`src/rtl/ysyx_25040111_scoreboard_pkg.sv`:
```
// Shared defaults and helpers for the register-hazard scoreboard.
package ysyx_25040111_scoreboard_pkg;

  localparam int unsigned SB_NREG   = 16;
  localparam int unsigned SB_CNT_W  = 2;
  localparam int unsigned SB_NFIN   = 2;
  localparam bit          SB_BYPASS = 1'b1;

  // Width able to hold 0..nfin simultaneous finishes on one register.
  function automatic int unsigned hit_w(input int unsigned nfin);
    return $clog2(nfin + 1);
  endfunction

endpackage

```
`src/rtl/ysyx_25040111_scoreboard_if.sv`:
```
// Issue / finish / status bundle between the execute stage and the scoreboard.
interface ysyx_25040111_scoreboard_if
  import ysyx_25040111_scoreboard_pkg::*;
#(
  parameter int unsigned NREG = SB_NREG,
  parameter int unsigned NFIN = SB_NFIN
) ();

  localparam int unsigned AW = $clog2(NREG);

  logic                 iss_valid;
  logic                 iss_ready;
  logic [AW-1:0]        iss_rd;
  logic [AW-1:0]        iss_rs1;
  logic [AW-1:0]        iss_rs2;
  logic                 iss_lock;
  logic [NFIN-1:0]      fin_valid;
  logic [NFIN*AW-1:0]   fin_rd;
  logic [NREG-1:0]      pend_vec;
  logic                 busy;
  logic                 err;

  modport master (
    output iss_valid, iss_rd, iss_rs1, iss_rs2, iss_lock, fin_valid, fin_rd,
    input  iss_ready, pend_vec, busy, err
  );

  modport slave (
    input  iss_valid, iss_rd, iss_rs1, iss_rs2, iss_lock, fin_valid, fin_rd,
    output iss_ready, pend_vec, busy, err
  );

endinterface

```
`src/rtl/ysyx_25040111_sb_cnt.sv`:
```
// One register's pending-write counter: +1 on locked issue, -hits on finishes,
// clamps at zero and flags the underflow for the sticky error.
module ysyx_25040111_sb_cnt #(
  parameter int unsigned CNT_W = 2,
  parameter int unsigned HW    = 2
) (
  input  logic             clock,
  input  logic             reset,
  input  logic             inc_i,
  input  logic [HW-1:0]    dec_i,
  output logic [CNT_W-1:0] cnt_o,
  output logic             pend_o,
  output logic             uflow_o
);

  localparam int unsigned SW = ((CNT_W + 1) > HW) ? (CNT_W + 1) : HW;

  logic [CNT_W-1:0] cnt_q, cnt_d;
  logic             pend_q;
  logic [SW-1:0]    sum_c;

  always_comb begin
    sum_c   = SW'(cnt_q) + SW'(inc_i);
    uflow_o = SW'(dec_i) > sum_c;
    cnt_d   = uflow_o ? '0 : CNT_W'(sum_c - SW'(dec_i));
  end

  always_ff @(posedge clock or negedge reset) begin
    if (!reset) begin
      cnt_q  <= '0;
      pend_q <= 1'b0;
    end else begin
      cnt_q  <= cnt_d;
      pend_q <= (cnt_d != '0);
    end
  end

  assign cnt_o  = cnt_q;
  assign pend_o = pend_q;

endmodule

```
`src/rtl/ysyx_25040111_scoreboard.sv`:
```
// Register-hazard scoreboard: per-register in-flight write counts gate issue on
// RAW/WAW hazards; any finish port releases a count, optionally in the same cycle.
module ysyx_25040111_scoreboard
  import ysyx_25040111_scoreboard_pkg::*;
#(
  parameter int unsigned NREG   = SB_NREG,
  parameter int unsigned CNT_W  = SB_CNT_W,
  parameter int unsigned NFIN   = SB_NFIN,
  parameter bit          BYPASS = SB_BYPASS
) (
  input logic                        clock,
  input logic                        reset,
  ysyx_25040111_scoreboard_if.slave  sb
);

  localparam int unsigned AW = $clog2(NREG);
  localparam int unsigned HW = hit_w(NFIN);
  localparam int unsigned SW = ((CNT_W + 1) > HW) ? (CNT_W + 1) : HW;
  localparam logic [CNT_W-1:0] CNT_MAX = '1;

  logic [CNT_W-1:0] cnt   [NREG];
  logic [HW-1:0]    hits  [NREG];
  logic [NREG-1:0]  eff_nz_c;
  logic [NREG-1:0]  pend;
  logic [NREG-1:0]  uflow_c;
  logic             hazard_c, full_c, fire_c;
  logic             err_q, err_d;

  // Number of finish ports retiring each register this cycle; x0 never counts.
  always_comb begin
    for (int r = 0; r < NREG; r++) begin
      hits[r] = '0;
      for (int k = 0; k < NFIN; k++) begin
        if (r != 0 && sb.fin_valid[k] && sb.fin_rd[k*AW +: AW] == AW'(r))
          hits[r] = hits[r] + HW'(1);
      end
    end
  end

  always_comb begin
    for (int r = 0; r < NREG; r++) begin
      eff_nz_c[r] = BYPASS ? (SW'(cnt[r]) > SW'(hits[r])) : (cnt[r] != '0);
    end
  end

  always_comb begin
    hazard_c = eff_nz_c[sb.iss_rs1] | eff_nz_c[sb.iss_rs2] | eff_nz_c[sb.iss_rd];
    full_c   = sb.iss_lock && (cnt[sb.iss_rd] == CNT_MAX) && (hits[sb.iss_rd] == '0);
    fire_c   = sb.iss_valid && !hazard_c && !full_c;
  end

  assign sb.iss_ready = ~hazard_c & ~full_c;

  // Register 0 is hard-wired idle; the rest each get a counter.
  assign cnt[0]     = '0;
  assign pend[0]    = 1'b0;
  assign uflow_c[0] = 1'b0;

  for (genvar r = 1; r < NREG; r++) begin : g_cnt
    ysyx_25040111_sb_cnt #(
      .CNT_W (CNT_W),
      .HW    (HW)
    ) u_cnt (
      .clock   (clock),
      .reset   (reset),
      .inc_i   (fire_c && sb.iss_lock && (sb.iss_rd == AW'(r))),
      .dec_i   (hits[r]),
      .cnt_o   (cnt[r]),
      .pend_o  (pend[r]),
      .uflow_o (uflow_c[r])
    );
  end

  assign err_d = err_q | (|uflow_c);

  always_ff @(posedge clock or negedge reset) begin
    if (!reset) err_q <= 1'b0;
    else        err_q <= err_d;
  end

  assign sb.pend_vec = pend;
  assign sb.busy     = |pend;
  assign sb.err      = err_q;

endmodule

```
`src/flat_wrapper.sv`:
```
// flat-port wrapper written by rule: the top's interface ports become plain ports
module ysyx_25040111_scoreboard_flat import ysyx_25040111_scoreboard_pkg::*;
#(
  parameter int unsigned NREG   = SB_NREG,
  parameter int unsigned CNT_W  = SB_CNT_W,
  parameter int unsigned NFIN   = SB_NFIN,
  parameter bit          BYPASS = SB_BYPASS
)
  (clock, reset, sb_iss_valid, sb_iss_rd, sb_iss_rs1, sb_iss_rs2, sb_iss_lock, sb_fin_valid, sb_fin_rd, sb_iss_ready, sb_pend_vec, sb_busy, sb_err);
  ysyx_25040111_scoreboard_if #(.NREG(NREG), .NFIN(NFIN)) sb_i ();
  input logic clock;
  input logic reset;
  input wire logic [$bits(sb_i.iss_valid)-1:0] sb_iss_valid;
  input wire logic [$bits(sb_i.iss_rd)-1:0] sb_iss_rd;
  input wire logic [$bits(sb_i.iss_rs1)-1:0] sb_iss_rs1;
  input wire logic [$bits(sb_i.iss_rs2)-1:0] sb_iss_rs2;
  input wire logic [$bits(sb_i.iss_lock)-1:0] sb_iss_lock;
  input wire logic [$bits(sb_i.fin_valid)-1:0] sb_fin_valid;
  input wire logic [$bits(sb_i.fin_rd)-1:0] sb_fin_rd;
  output wire logic [$bits(sb_i.iss_ready)-1:0] sb_iss_ready;
  output wire logic [$bits(sb_i.pend_vec)-1:0] sb_pend_vec;
  output wire logic [$bits(sb_i.busy)-1:0] sb_busy;
  output wire logic [$bits(sb_i.err)-1:0] sb_err;
  assign sb_i.iss_valid = sb_iss_valid;
  assign sb_i.iss_rd = sb_iss_rd;
  assign sb_i.iss_rs1 = sb_iss_rs1;
  assign sb_i.iss_rs2 = sb_iss_rs2;
  assign sb_i.iss_lock = sb_iss_lock;
  assign sb_i.fin_valid = sb_fin_valid;
  assign sb_i.fin_rd = sb_fin_rd;
  assign sb_iss_ready = sb_i.iss_ready;
  assign sb_pend_vec = sb_i.pend_vec;
  assign sb_busy = sb_i.busy;
  assign sb_err = sb_i.err;
  ysyx_25040111_scoreboard #(.NREG(NREG), .CNT_W(CNT_W), .NFIN(NFIN), .BYPASS(BYPASS)) u_core (.clock(clock), .reset(reset), .sb(sb_i));
endmodule
```
`config.mk`:
```
export PLATFORM = sky130hd
export DESIGN_NAME = ysyx_25040111_scoreboard_flat
export DESIGN_NICKNAME = d
export VERILOG_FILES = /design/src/rtl/ysyx_25040111_scoreboard_pkg.sv /design/src/rtl/ysyx_25040111_scoreboard_if.sv /design/src/rtl/ysyx_25040111_sb_cnt.sv /design/src/rtl/ysyx_25040111_scoreboard.sv /design/src/flat_wrapper.sv
export SDC_FILE = /design/constraint.sdc
export NUM_CORES = 1
export LEC_CHECK = 0
export ABC_AREA = 1
export CAP_MARGIN = 0
export CORE_MARGIN = 10
export CORE_UTILIZATION = 55
export CTS_CLUSTER_SIZE = 24
export DETAILED_ROUTE_END_ITERATION = 10
export PLACE_DENSITY = 0.84
export SETUP_SLACK_MARGIN = 0.5
export SKIP_LAST_GASP = 1
export SYNTH_ARGS = -nofsm -noshare
export SYNTH_HDL_FRONTEND = slang
export SYNTH_SLANG_ARGS = --single-unit
export TNS_END_PERCENT = 100
```
`constraint.sdc`:
```
create_clock -name clock -period 8.29 [get_ports clock]
set_clock_uncertainty 0.1 [all_clocks]
set_input_delay 1.658 -clock clock [delete_from_list [all_inputs] [get_ports clock]]
set_output_delay 1.658 -clock clock [all_outputs]
set_load 0.01 [all_outputs]
```
# Yosys cells after proc, flatten, opt, wreduce, memory -nomap -nowiden
# Cells that the tools add are included.
# word_totals
ff_bits,46
inputBits,26
elab_cells,290
# classes
n_addsub,45
order_cmp,34
n_eq_ne,46
muxes,57
bitwise,7
n_reduce_logical,70
# ops
operator,count
equality test 4 bit (second input constant),24
two-way mux 2 bit,34
logical AND 1 bit,50
equality test 4 x 3 -> 1 bit (second input constant),12
adder 2 x 1 -> 3 bit,15
greater-than comparator 2 x 3 -> 1 bit,15
adder 2 x 1 -> 2 bit (second input constant),15
greater-than comparator 2 bit,15
nonzero test 2 bit,15
OR reduction 15 bit,2
subtractor 2 bit,15
equality test 4 x 2 -> 1 bit (second input constant),6
two-way mux 1 bit,18
binary-select mux 2 bit (select 4 bit),2
less-than comparator 4 x 5 -> 1 bit (second input constant),3
binary-select mux 1 bit (select 4 bit),3
equality test 4 x 1 -> 1 bit (second input constant),3
>= comparator 5 bit (second input constant),1
NOT 4 -> 5 bit,1
bitwise OR 1 bit,3
equality test 2 bit (second input constant),1
zero test 1 bit,2
zero test 2 bit,1
NOT 1 bit,2
AND 1 bit,1

# Logic depth before layout (Yosys ltp)
# Gate-level depths: netlist (run 1).
# logic_depth
depth_word,19
mapped_depth,28

# Hierarchy
# A second synthesis (run 1) with hierarchy kept.
# unflattened
hier_cells,897
area_unflattened_um2,5688.0
# modules_own_cells
module,instances,cells_per_inst,area_per_inst_um2
ysyx_25040111_sb_cnt,15,25,210.2
ysyx_25040111_scoreboard,1,522,2534.9

# Worst setup path after synthesis (run 1)
# No wires, ideal clock.
# synth_path
path_type,input to output
start,input port sb_fin_rd[5]
end,output port sb_iss_ready
t_arrival_ps,3480
required_ps,6532
setup_slack_ps,3052
cell_stages,16
path_cell_list,inv_1 or2_2 nor3_1 ha_1 inv_1 ha_1 nand2_1 nand2_1 nand3_1 nand2_1 nand2_1 nand2_1 nand3_1 nand2_1 nor2_1 and3_1
# synth_between
elab_chain_len,10
word_cells_on_any_way,76
classes_between,order compare (15); eq/ne (15); mux (24); bitwise (5); reduce/logical (17)
# synth_lines
element,line_no,rtl
start: declaration,flat_wrapper.sv:19,input wire logic [$bits(sb_i.fin_rd)-1:0] sb_fin_rd;
"equality test 4 x 1 -> 1 bit, or another cell as far along",ysyx_25040111_scoreboard.sv:34,if (r != 0 && sb.fin_valid[k] && sb.fin_rd[k*AW +: AW] == AW'(r))
logical AND 1 bit,ysyx_25040111_scoreboard.sv:34,
two-way mux 2 bit,ysyx_25040111_scoreboard.sv:34,
greater-than comparator 2 bit / binary-select mux 2 bit (select 4 bit) (equally long branches),"ysyx_25040111_scoreboard.sv:42, ysyx_25040111_scoreboard.sv:48",
binary-select mux 1 bit (select 4 bit) / two-way mux 2 bit (equally long branches),"ysyx_25040111_scoreboard.sv:47, ysyx_25040111_scoreboard.sv:48",
two-way mux 1 bit (not written as such) / two-way mux 2 bit (equally long branches),"ysyx_25040111_scoreboard.sv:47, ysyx_25040111_scoreboard.sv:48",
bitwise OR 1 bit / zero test 2 bit (equally long branches),"ysyx_25040111_scoreboard.sv:47, ysyx_25040111_scoreboard.sv:48",
bitwise OR 1 bit / logical AND 1 bit (equally long branches),"ysyx_25040111_scoreboard.sv:47, ysyx_25040111_scoreboard.sv:48",
NOT 1 bit,ysyx_25040111_scoreboard.sv:52,assign sb.iss_ready = ~hazard_c & ~full_c;
AND 1 bit (*),ysyx_25040111_scoreboard.sv:52,
end: declaration,flat_wrapper.sv:20,output wire logic [$bits(sb_i.iss_ready)-1:0] sb_iss_ready;
# Every way passes the cells marked *; elsewhere a longest branch is shown, timed or not. The select of a mux whose other input is x is not followed.

# Worst setup path in the final report (run 1)
# Ends and elaborated chain as after synthesis.

==> metrics.yaml, run 1 <==
outcome:
  status: "completed"
pwr:
  switching_power_uw: 570
  p_total_uw: 1220
  irDropWorstVdd_v: 0.000132
  p_clk_frac: 0.124
  p_leak_uw: 0.00330
  intPower_uw: 653
  switching_share: 0.466
  combinationalPowerShare: 0.586
  seq_power_share: 0.290
  pwr_density_cell_nw_per_um2: 200
floorplanning:
  num_io_pins: 45
  die_y_um: 121
  row_count: 36
  fp.coreArea_sq_um: 9820
  dieArea_sq_um: 14600
  die_width_um: 121
  start_util: 0.567
synth:
  yosys.area.top_type: "ha_1"
  synth.top_cell.area_share: 0.270
  yosys_warnings: 0
  syn_nets: 960
  yosysSeqAreaShare: 0.207
  ys_seq_elements: 46
  netlist_area_sq_um: 5570
  syn_avg_cell_area_sq_um: 6.84
  synth_cells: 814
  netlist_top_cells_area: "ha_1 (27%), dfrtp_1 (21%), nand2_1 (13%)"
  ys_types: 33
clock_network:
  postCtsResizedCells: 0
  path_clk_slew_ps: 90
  ctsHoldBuffers: 0
  htreeDepth: 2
  cts_buffers: 5
  cts_tree: "yes"
  clock_path_buffers: 2
  clockRootBuffer: "clkbuf_8"
  clk_latency_ps: 330
  cts.sinks: 46
  post_cts_buffers: 0
finish:
  finish.utilization: 0.622
  multi_input_area_sq_um: 3640
  seqCellArea_sq_um: 1150
  nFillCells: 935
  drive_gt1_frac: 0.0519
  diodes: 0
  layout_common_cells: "nand2_1 (194), inv_1 (166), ha_1 (120)"
  final_common_cell: "nand2_1"
  fin_nets: 992
  area_delta_synth_final_pct: 9.64
timing:
  worst_slack_ps: 1620
  finalHoldViolations: 0
  min_period_over_period: 0.805
  fin_crit_ps: 6670
  max_clock_freq_mhz: 150
  tightest_slew_ps: 1080
  relSlewSlack: 0.283
  rsz0062_at_grt: "false"
  finalMaxSlewViolations: 0
  tns_ps: 0
  finalSetupViolCount: 0
routing:
  wl_per_cell_um: 15.0
  first_pass_iters: 5
  drc: 0
  drtAntennaViolNets: 0
  routed_wl_mm: 14.7
  viasPerCell: 5.23
  num_vias: 5122
  drt_iter0_drc: 388
setup_path:
  r2r_slack_ps: 4140
  end_kind: "output pin"
  r2r-start: "u_core.g_cnt[12].u_cnt.cnt_o[1]"
  crit_fanout: 4
  cp-start-kind: "primary input"
  crit_type: "primary input to output pin"
  required_ps: 6530
  r2r_cells: 22
  reg2reg_to: "u_core.sb.err"
  crit_path_start: "sb_fin_rd[5]"
  crit_path_end: "sb_iss_ready"
  critical_path_arrival_ps: 4910
place:
  gp_congestion: 0.978
  dpl.hpwl_mm: 12.3
  preCtsSetupSlack_ps: 1690
  portBuffers: 43
global_routing:
  first_global_vias: 5017
  grt_pass1_wl_mm: 24.4
  grt_max_degree: 47
  grt_usage: 0.209
  antenna_found_initial: 0
  overflow: 0
flow_run:
  max_cap_viol_count: 0
min_path:
  worstHoldStart: "u_core.sb.err"
  hold_class: "flop to flop"
## cell type report
cell class | instances | area share
sequential | 46 | 0.188
clock buffer | 7 | 0.0141
clock inverter | 1 | 0.000820
timing repair buffer | 43 | 0.0697
tap | 133 | 0.0272
inverter | 169 | 0.104
multi-input combinational | 581 | 0.596
## how the worst min path moves through the flow
| stage | endpoint | cells past startpoint |
|---|---|---|
| after floorplan | u_core.sb.err | 1 |
| after global placement | u_core.sb.err | 1 |
| after detailed placement | u_core.sb.err | 1 |
| after CTS | u_core.sb.err | 1 |
| after global routing | u_core.sb.err | 1 |
| final | u_core.sb.err | 1 |
## kinds of logic after synthesis
logic type               after synthesis  synth area share
buffers and inverters                187             0.140
XOR/XNOR                              11            0.0173
other                                  1          0.000673
AO/OA/AOI/OAI                         64            0.0647
AND/OR/NAND/NOR                      385             0.301
flip-flops                            46             0.207
adder cells (fa/ha/maj)              120             0.270
## worst max-delay path, cell delays in order
cell and delay (ps):
clkdlybuf4s50_1 540, inv_1 70, or2_2 320, nor2_1 180, ha_1 230, inv_1 70, ha_1 290, nand2_1 70
nand2_1 90, nand3_1 90, nand2_1 60, nand2_1 50, nand2_1 50, nand3_1 90, nand2_1 60, nor2_1 220
and3_1 210, clkdlybuf4s50_1 550
## metal layers
| metal | wire length [um] | part of all wire | global-route usage |
|---|---|---|---|
| met3 | 1050 | 0.071 | 0.0363 |
| met4 | 490 | 0.033 | 0.0965 |
| met1 | 6190 | 0.42 | 0.253 |
| met5 | 0 | 0 | 0 |
| met2 | 6990 | 0.47 | 0.354 |
## through the flow
stage               cell area [sq um]  std cells  hold slack (ps)
finish                           6110        980              451
global route                     6110        980              474
CTS                              6110        980              441
detailed placement               6020        972              415
global placement                 6020        972              417
floorplan                        5570        814              408
## Yosys cell counts
library cell / count
nand4_4: 1
o21ai_2: 1
and3_1: 1
buf_8: 1
a21oi_1: 21
inv_2: 3
o21ai_1: 7
nand2_2: 6
nand2_1: 194
a21o_1: 4
buf_4: 16
buf_6: 1
nand3_2: 2
xnor2_1: 11
ha_1: 120
dfrtp_1: 46
inv_1: 166
or2_2: 5
nor3_1: 8
nor2_1: 96
a221oi_1: 1
nor2_4: 6
nand3b_1: 2
o21bai_1: 3
nand3_1: 44
nand4_1: 3
o211ai_1: 3
nor4_1: 5
o21ai_0: 21
a211oi_1: 3
nor2_2: 11
nor3_2: 1
conb_1: 1
## sequential cells by signal, summed over array words and instances, names as in the netlist
register and count:
u_core.sb.err 1, u_core.g_cnt.u_cnt.cnt_o 30, u_core.g_cnt.u_cnt.pend_o 15
## power by group through the flow
| stage | clock (uW) | combinational [uW] | sequential [uW] |
|---|---|---|---|
| CTS | 156 | 714 | 353 |
| detailed placement | 0 | 710 | 357 |
| global route | 163 | 816 | 360 |
| floorplan | 0 | 527 | 335 |
| finish | 152 | 717 | 354 |
| global placement | 0 | 690 | 356 |
Note: power is estimated with default switching activity, not from simulation.
==> run 2, diff against run 1 <==
clock period = 6.6 ns   (was 8.29 ns; I/O delays follow)
==> run 2 against run 1 <==
Sequential share of layout area is 0.19 points lower; critical endpoint is now u_core.sb.err; critical path depth grew 11; via count increased by 1.3%; flip-flop and latch count stayed put; register-to-register slack got worse by 1400 ps; highest routed layer unchanged; core utilization rose by 0.64 points; first-iteration DRC count rose by 16%; wire length shrank 1.7%; cell count up 0.51%; non-clock buffer count up 6; critical path type is now primary input to flop; combinational power rose by 30%.
==> metrics.yaml, run 2 (synthesized netlist as in run 1, its figures left out) <==
outcome:
  status: "completed"
timing:
  fin_crit_ps: 5780
  min_period_over_period: 0.876
  finalHoldViolations: 0
  worst_slack_ps: 817
  finalSetupViolCount: 0
  finalMaxSlewViolations: 0
  max_clock_freq_mhz: 173
  tightest_slew_ps: 1070
  rsz0062_at_grt: "false"
  relSlewSlack: 0.289
  tns_ps: 0
setup_path:
  cp-start-kind: "primary input"
  critical_path_arrival_ps: 5860
  cpPeakStageDelay_ps: 530
  end_kind: "flop"
  cp_slowest_cell: "clkdlybuf4s50_1"
  crit_path_start: "sb_fin_rd[5]"
  required_ps: 6680
  critPathMostFrequentCell: "nand2_1"
  path_delay_family: "simple AND/OR/NAND/NOR gates"
  crit_type: "primary input to flop"
  r2r-start: "u_core.g_cnt[12].u_cnt.cnt_o[1]"
  crit_fanout: 6
  path_buf_inv: 5
floorplanning:
  fp.coreArea_sq_um: 9820
  num_io_pins: 45
  dieArea_sq_um: 14600
  die_width_um: 121
  start_util: 0.567
  die_y_um: 121
  row_count: 36
min_path:
  hold_class: "flop to flop"
  worstHoldStart: "u_core.sb.err"
finish:
  final_common_cell: "nand2_1"
  instances_no_fill: 985
  fin_nets: 998
  diodes: 0
  nFillCells: 909
  largest_register_ffs: 30
  drive_gt1_frac: 0.0622
  area_delta_synth_final_pct: 10.8
  layout_common_cells: "nand2_1 (194), inv_1 (166), ha_1 (118)"
routing:
  drtAntennaViolNets: 0
  drt_iter0_drc: 450
  wl_per_cell_um: 14.7
  viasPerCell: 5.27
  num_vias: 5188
  first_pass_iters: 6
  drc: 0
  routed_wl_mm: 14.5
global_routing:
  grt.met1_usage: 0.240
  antenna_found_initial: 0
  first_global_vias: 5040
  grt_usage: 0.200
  globalRouteMet3Util: 0.0321
  grt_busiest_layer: "met2"
  grt_max_degree: 47
  use_met2: 0.348
  grt_pass1_wl_mm: 24.0
  overflow: 0
pwr:
  irDropWorstVdd_v: 0.000149
  pwr_density_cell_nw_per_um2: 250
  p_leak_uw: 0.00333
place:
  preCtsSetupSlack_ps: 316
  portBuffers: 43
  dpl.hpwl_mm: 12.1
  placed_cells: 976
  gp_congestion: 1.04
clock_network:
  cts_tree: "yes"
  htreeDepth: 2
  ctsHoldBuffers: 0
  path_clk_slew_ps: 80
  cts_buffers: 5
  clockRootBuffer: "clkbuf_8"
  clock_path_buffers: 2
  cts.sinks: 46
  clk_latency_ps: 300
flow_run:
  max_cap_viol_count: 0
==> run 2: stage by stage <==
step | hold WS [ps] | total power (uW) | utilization | instance area, sq um
detailed placement | 430 | 1360 | 0.616 | 6050
CTS | 451 | 1540 | 0.623 | 6120
global route | 451 | 1700 | 0.628 | 6170
floorplan | 408 | 1080 | - | 5570
finish | 432 | 1540 | 0.628 | 6170
global placement | 421 | 1330 | 0.616 | 6050
==> run 2: path summary, 6_finish.rpt <==
check / slack, ps / end / cells past startpoint
worst min-delay path: 430 / u_core.sb.err / 1
min in group asynchronous: 1110 / u_core.g_cnt[12].u_cnt.pend_o / 1
worst min register to register: 430 / u_core.sb.err / 1
worst max-delay path: 820 / u_core.sb.err / 29
worst max register to register: 2720 / u_core.sb.err / 23
max in group asynchronous: 4640 / u_core.g_cnt[13].u_cnt.cnt_o[1] / 1
==> run 2: area by class of cell <==
type	instances	area [sq um]	share of cell area
multi-input cells	581	3660	0.593
flip-flops and latches	46	1150	0.187
inverters	169	634	0.103
repair buffers	49	485	0.0787
well taps	133	166	0.0270
clock buffers	7	76.3	0.0124
==> run 2: per-layer routing <==
metal | share of wire | wire length (um)
met5 | 0 | 0
met4 | 0.041 | 590
met3 | 0.072 | 1050
met2 | 0.47 | 6790
met1 | 0.42 | 6040
==> run 2: what timing repair did <==
action                                 in CTS  in global routing
setup buffers                               0                  2
resized for setup                           0                  6
setup endpoints to repair                   0                  5
endpoints found under the hold margin       0                  0
==> run 2: power by group <==
part	internal, uW	switching [uW]	total [uW]	leakage, uW
combinational	388	542	930	0.00268
sequential	369	73.3	442	0.000611
clock	73.3	96.9	170	0.0000383
